<file path="src/rtl/fetch_pipeline_controller.sv">
// Fetch-stage sequencer for the 20-bit-instruction / 15-bit-PC core.
// Drives the PC enable and PC-mux select plus the F/D enable/flush and D/E
// flush controls from branch, load-use, imem-ready and halt events. It also
// runs a post-reset boot hold and a watchdog on instruction-memory stalls.
//
// Optional build macro FETCH_PERF_CNT_EN adds the saturating stall_cnt and
// flush_cnt performance counters. With the macro undefined, those ports and
// their logic are absent.
//
// Pipeline-control contract: every output is combinational from the current
// state and this cycle's inputs. A control is acted on at the next rising
// edge of clk. There is no back-pressure into this block.
module fetch_pipeline_controller #(
  parameter int BOOT_CYCLES = 2,
  parameter int MEM_TIMEOUT = 15,
  parameter int CNT_W       = 16
) (
  input  logic             clk,
  input  logic             reset,
  input  logic             pc_src_e,
  input  logic             load_use_haz,
  input  logic             imem_ready,
  input  logic             halt_d,
  input  logic             resume,
  output logic             pc_en,
  output logic             pc_sel,
  output logic             fd_en,
  output logic             fd_flush,
  output logic             de_flush,
  output logic [2:0]       state_o,
  output logic             mem_err
`ifdef FETCH_PERF_CNT_EN
  ,
  output logic [CNT_W-1:0] stall_cnt,
  output logic [CNT_W-1:0] flush_cnt
`endif
);

  localparam logic [2:0] S_BOOT     = 3'd0;
  localparam logic [2:0] S_RUN      = 3'd1;
  localparam logic [2:0] S_WAIT_MEM = 3'd2;
  localparam logic [2:0] S_HALT     = 3'd3;

  localparam logic [3:0] BOOT_LAST = 4'(BOOT_CYCLES - 1);
  localparam logic [7:0] TMO_LIMIT = 8'(MEM_TIMEOUT);

  // Reject parameter values the counters cannot represent.
  if (BOOT_CYCLES < 1 || BOOT_CYCLES > 15) begin : g_bad_boot
    $error("BOOT_CYCLES out of range 1..15");
  end
  if (MEM_TIMEOUT < 1 || MEM_TIMEOUT > 255) begin : g_bad_tmo
    $error("MEM_TIMEOUT out of range 1..255");
  end
  if (CNT_W < 1) begin : g_bad_cnt_w
    $error("CNT_W must be at least 1");
  end

  logic [2:0] state_q, state_d;
  logic [3:0] boot_q, boot_d;
  logic [7:0] tmo_q, tmo_d;
  logic [7:0] tmo_inc;
  logic       err_q, err_d;
  logic       redirect;

  assign tmo_inc = tmo_q + 8'd1;
  assign state_o = state_q;
  assign mem_err = err_q;

  // Next-state logic and pipeline controls. A branch taken in Execute beats
  // every younger event, so a wrong-path halt in Decode is squashed.
  always_comb begin
    state_d  = state_q;
    boot_d   = boot_q;
    tmo_d    = tmo_q;
    err_d    = err_q;
    redirect = 1'b0;
    pc_en    = 1'b0;
    pc_sel   = 1'b0;
    fd_en    = 1'b0;
    fd_flush = 1'b0;
    de_flush = 1'b0;
    case (state_q)
      S_BOOT: begin
        fd_en    = 1'b1;
        fd_flush = 1'b1;
        de_flush = 1'b1;
        if (boot_q == BOOT_LAST) begin
          state_d = S_RUN;
          boot_d  = 4'd0;
        end else begin
          boot_d = boot_q + 4'd1;
        end
      end
      S_RUN, S_WAIT_MEM: begin
        if (pc_src_e) begin
          redirect = 1'b1;
          state_d  = S_RUN;
          tmo_d    = 8'd0;
        end else if (load_use_haz) begin
          // Hold PC and F/D, and insert a bubble into Execute. The memory
          // wait count is left as is because imem is not consulted here.
          de_flush = 1'b1;
        end else if (!imem_ready) begin
          // Keep the PC, and load a bubble into F/D until the fetch data is valid.
          fd_en    = 1'b1;
          fd_flush = 1'b1;
          if (tmo_inc == TMO_LIMIT) begin
            err_d   = 1'b1;
            state_d = S_HALT;
            tmo_d   = 8'd0;
          end else begin
            state_d = S_WAIT_MEM;
            tmo_d   = tmo_inc;
          end
        end else if (halt_d) begin
          // The halt instruction stays in Decode, and bubbles flow into Execute.
          de_flush = 1'b1;
          state_d  = S_HALT;
          tmo_d    = 8'd0;
        end else begin
          pc_en   = 1'b1;
          fd_en   = 1'b1;
          state_d = S_RUN;
          tmo_d   = 8'd0;
        end
      end
      S_HALT: begin
        // A timeout halt is permanent, and even an older branch cannot restart fetch.
        if (pc_src_e && !err_q) begin
          redirect = 1'b1;
          state_d  = S_RUN;
        end else begin
          de_flush = 1'b1;
          if (resume && !err_q) begin
            state_d = S_RUN;
          end
        end
      end
      default: begin
        fd_flush = 1'b1;
        de_flush = 1'b1;
        state_d  = S_BOOT;
        boot_d   = 4'd0;
      end
    endcase
    if (redirect) begin
      pc_en    = 1'b1;
      pc_sel   = 1'b1;
      fd_en    = 1'b1;
      fd_flush = 1'b1;
      de_flush = 1'b1;
    end
    // While reset is held, every pipeline register is held or bubbled,
    // whatever the state register shows.
    if (!reset) begin
      pc_en    = 1'b0;
      pc_sel   = 1'b0;
      fd_en    = 1'b0;
      fd_flush = 1'b1;
      de_flush = 1'b1;
    end
  end

  // State, boot counter, memory-wait counter and sticky error flag.
  always_ff @(posedge clk or negedge reset) begin
    if (!reset) begin
      state_q <= S_BOOT;
      boot_q  <= 4'd0;
      tmo_q   <= 8'd0;
      err_q   <= 1'b0;
    end else begin
      state_q <= state_d;
      boot_q  <= boot_d;
      tmo_q   <= tmo_d;
      err_q   <= err_d;
    end
  end

`ifdef FETCH_PERF_CNT_EN
  logic             stall_ev;
  logic             redir_ev;
  logic [CNT_W-1:0] stall_cnt_q;
  logic [CNT_W-1:0] flush_cnt_q;

  // A stall is any cycle in RUN or WAIT_MEM that holds the PC. pc_sel is
  // high only on a redirect.
  assign stall_ev = reset && !pc_en &&
                    (state_q == S_RUN || state_q == S_WAIT_MEM);
  assign redir_ev = pc_sel;

  // Saturating performance counters.
  always_ff @(posedge clk or negedge reset) begin
    if (!reset) begin
      stall_cnt_q <= '0;
      flush_cnt_q <= '0;
    end else begin
      if (stall_ev && stall_cnt_q != '1) begin
        stall_cnt_q <= stall_cnt_q + 1'b1;
      end
      if (redir_ev && flush_cnt_q != '1) begin
        flush_cnt_q <= flush_cnt_q + 1'b1;
      end
    end
  end

  assign stall_cnt = stall_cnt_q;
  assign flush_cnt = flush_cnt_q;
`endif

endmodule

</file>
<file path="config.mk">
export PLATFORM = sky130hd
export DESIGN_NAME = fetch_pipeline_controller
export DESIGN_NICKNAME = d
export VERILOG_FILES = /design/src/rtl/fetch_pipeline_controller.sv
export SDC_FILE = /design/constraint.sdc
export NUM_CORES = 1
export LEC_CHECK = 0
export ABC_CLOCK_PERIOD_IN_PS = 6000
export CELL_PAD_IN_SITES_DETAIL_PLACEMENT = 1
export CELL_PAD_IN_SITES_GLOBAL_PLACEMENT = 2
export CORE_ASPECT_RATIO = 2
export CORE_UTILIZATION = 34
export DETAILED_ROUTE_END_ITERATION = 7
export PLACE_DENSITY = 0.88
export REMOVE_ABC_BUFFERS = 1
export SYNTH_ARGS = -nofsm -noshare
export SYNTH_HDL_FRONTEND = slang
export SYNTH_SLANG_ARGS = --single-unit
</file>
<file path="constraint.sdc">
create_clock -name clk -period 6 [get_ports clk]
set_input_delay 1.5 -clock clk [delete_from_list [all_inputs] [get_ports clk]]
set_output_delay 1.5 -clock clk [all_outputs]
set_load 0.005 [all_outputs]
</file>
==> summary.txt <==
worst clock skew: 3.72 ps
RR Startpoint: state_o[0]$_DFFE_PN0P_
ant diodes: 0
# hold bufs at CTS: 0
die footprint: 3300 um2
clk_lat worst skew: 250 ps
outcome: finished clean
Clk pin slew, worst setup/hold paths: 70 ps
setup_tns: 0 ps
ranking of synthesized cells by area: dfrtp_1 36%, ha_1 8.4%, nand2_1 6.5%
switching fraction of total power: 0.374
Mapped Area: 1040 um2
prevailing post-synth register cell: dfrtp_1
post-synth cell types: 41
worst reg2reg path depth: 6
min-delay worst type: reg -> reg
largest net degree at the start of global routing: 13
Reg power frac: 0.336
maximum clock rate: 0.205 GHz
Cells on Worst Hold Path: 1
Clk pwr share: 0.215
Synth top cells by count: 18 x nand2_1, 15 x dfrtp_1, 10 x o21ai_0, 8 x nor2_1
wire length per cell: 16.1 um
Sink Count: 15
DP HPWL: 2140 um
Remaining DRCs: 0
PortBufs: 14
Final setup viols: 0
arrival time at the worst endpoint: 3380 ps
clock tree root buffer cell: clkbuf_8
WHS: 515 ps
Max IR drop VDD: 0.141 mV
critical-path maximum fanout: 8
GRT Util Overall: 0.186
FP Rows: 28
share of the synthesized area in the top cell type: 0.361
most area-hungry cell type in the Yosys netlist: dfrtp_1
CP endpoint: fd_flush
top-count cell post-synth: nand2_1
die width: 41.1 um
period utilisation layout: 0.813
first-pass GRT wire length: 4240 um
die height: 80.2 um
CTS tree: done
share of layout cells above drive strength 1: 0.0896
Final Hold Viols: 0
I/O pins: 16
via count: 914
Final Wtd Congestion: 0.749
Switching Power: 0.146 mW
Overflow after GRT: 0
unrepaired setup endpoints after global routing: no
combinational cell fraction of total power: 0.449
crit end category: output pin
CP Launch Type: input pin
Cell Int Power: 0.245 mW
asr flop ratio synth: 1.00
total of max-cap violations: 0
sequential element share of the synthesized area: 0.361
antenna-violating nets left: 0
Yosys reg bits: 15
Pins Over Slew Limit: 0
depth of the CTS H-tree: 1
Iter 0 DRT Violations: 7
Longest Clk Path Bufs: 2
FF-to-FF setup slack: 3740 ps
Layout Nets: 149
DRT Wirelength: 2650 um
Lkg Pwr: 0.560 nW
DR vias/cell: 5.57
Yosys Warn Count: 0
P&R area growth vs syn: 21.1%
drt first pass iters: 2
Critical Path RT: 4500 ps
PwrDens: 310 nW/um2
buffer count from post-CTS setup fixing: 0
initial antenna violation count: 0
syn_area_per_cell: 8.89 um2
core box area: 2940 um2
Tmin final: 4880 ps
vias in the first global route: 979
Starting Density: 0.353
CP startpoint: pc_src_e
synthesized instance count: 117
Post-synth EDFFs: 0
Critical R2R Capture: tmo_q[2]$_DFFE_PN0P_
Worst Setup Path Type: in -> out
total CTS buffers: 3
worst slew pin tran: 728 ps
CTS resizes: 0
Slew HR: 0.511
==> critical path, stage by stage <==
cell and delay [ps]:
clkdlybuf4s50_1 530, nand2b_1 230, or3_1 450, o2111ai_1 140
clkdlybuf4s50_1 530
==> per-layer routing <==
layer / up-vias / global-route usage / part of all wire / wire [um]
met3: 6 / 0.0166 / 0.019 / 50
met1: 454 / 0.181 / 0.34 / 903
li1: 441 / - / - / -
met2: 13 / 0.358 / 0.62 / 1650
met4: 0 / 0.0645 / 0.017 / 45
met5: - / 0 / 0 / 0
==> through the flow <==
step | setup slack (ps) | power, mW | utilization | instance area [um2] | std cells
CTS | 1110 | 0.395 | 0.428 | 1260 | 164
global placement | 1170 | 0.306 | 0.412 | 1210 | 160
global route | 1010 | 0.419 | 0.428 | 1260 | 164
detailed placement | 1120 | 0.311 | 0.412 | 1210 | 160
floorplan | 2340 | 0.230 | - | 1030 | 115
finish | 1120 | 0.391 | 0.428 | 1260 | 164
==> sequential cells by signal (all words and copies together), names as in the netlist <==
signal,cells
mem_err,1
boot_q,4
state_o,2
tmo_q,8
==> worst min path at each step <==
stage,startpoint,endpoint,slack (ps)
after floorplan,boot_q[3]$_DFFE_PN0N_,boot_q[3]$_DFFE_PN0N_,450
after global placement,boot_q[3]$_DFFE_PN0N_,boot_q[3]$_DFFE_PN0N_,480
after detailed placement,boot_q[3]$_DFFE_PN0N_,boot_q[3]$_DFFE_PN0N_,510
after CTS,boot_q[3]$_DFFE_PN0N_,boot_q[3]$_DFFE_PN0N_,520
after global routing,boot_q[3]$_DFFE_PN0N_,boot_q[3]$_DFFE_PN0N_,540
final,boot_q[2]$_DFFE_PN0N_,boot_q[2]$_DFFE_PN0N_,520
==> cell usage in the layout (no fill, tap or decap), types with 2 or more instances in the layout <==
master,Yosys,routed
a21o_1,2,2
nand2_1,18,18
nand2b_1,4,4
ha_1,7,7
a21oi_1,7,7
inv_1,7,7
nor2_1,8,8
o31ai_1,2,2
nand3_1,5,5
o21ai_0,10,10
xor2_1,3,3
clkdlybuf4s50_1,0,14
dfrtp_1,15,15
clkbuf_8,0,3
==> power by group through the flow <==
| stage | Clock [mW] | Sequential, mW | Combinational, mW |
|---|---|---|---|
| final | 0.0839 | 0.131 | 0.176 |
| after floorplan | 0 | 0.130 | 0.101 |
| after global placement | 0 | 0.133 | 0.173 |
| after global routing | 0.0885 | 0.135 | 0.196 |
| after detailed placement | 0 | 0.133 | 0.177 |
| after CTS | 0.0846 | 0.132 | 0.179 |
==> logic make-up after synthesis <==
logic type      Yosys count  synth area share
mux                       1           0.00963
fa+ha+maj                 7            0.0842
flops                    15             0.361
compound gates           33             0.230
xor+xnor                  4            0.0409
buf+inv                   9            0.0361
simple gates             47             0.235
other cells               1           0.00361
==> cell type report <==
type,instances,area [um2]
repair buffers,15,148
flip-flops and latches,15,375
multi-input cells,93,627
well taps,30,37.5
clock buffers,4,45.0
inverters,7,26.3
fillers,365,1680
(Power assumes the default switching activity.)
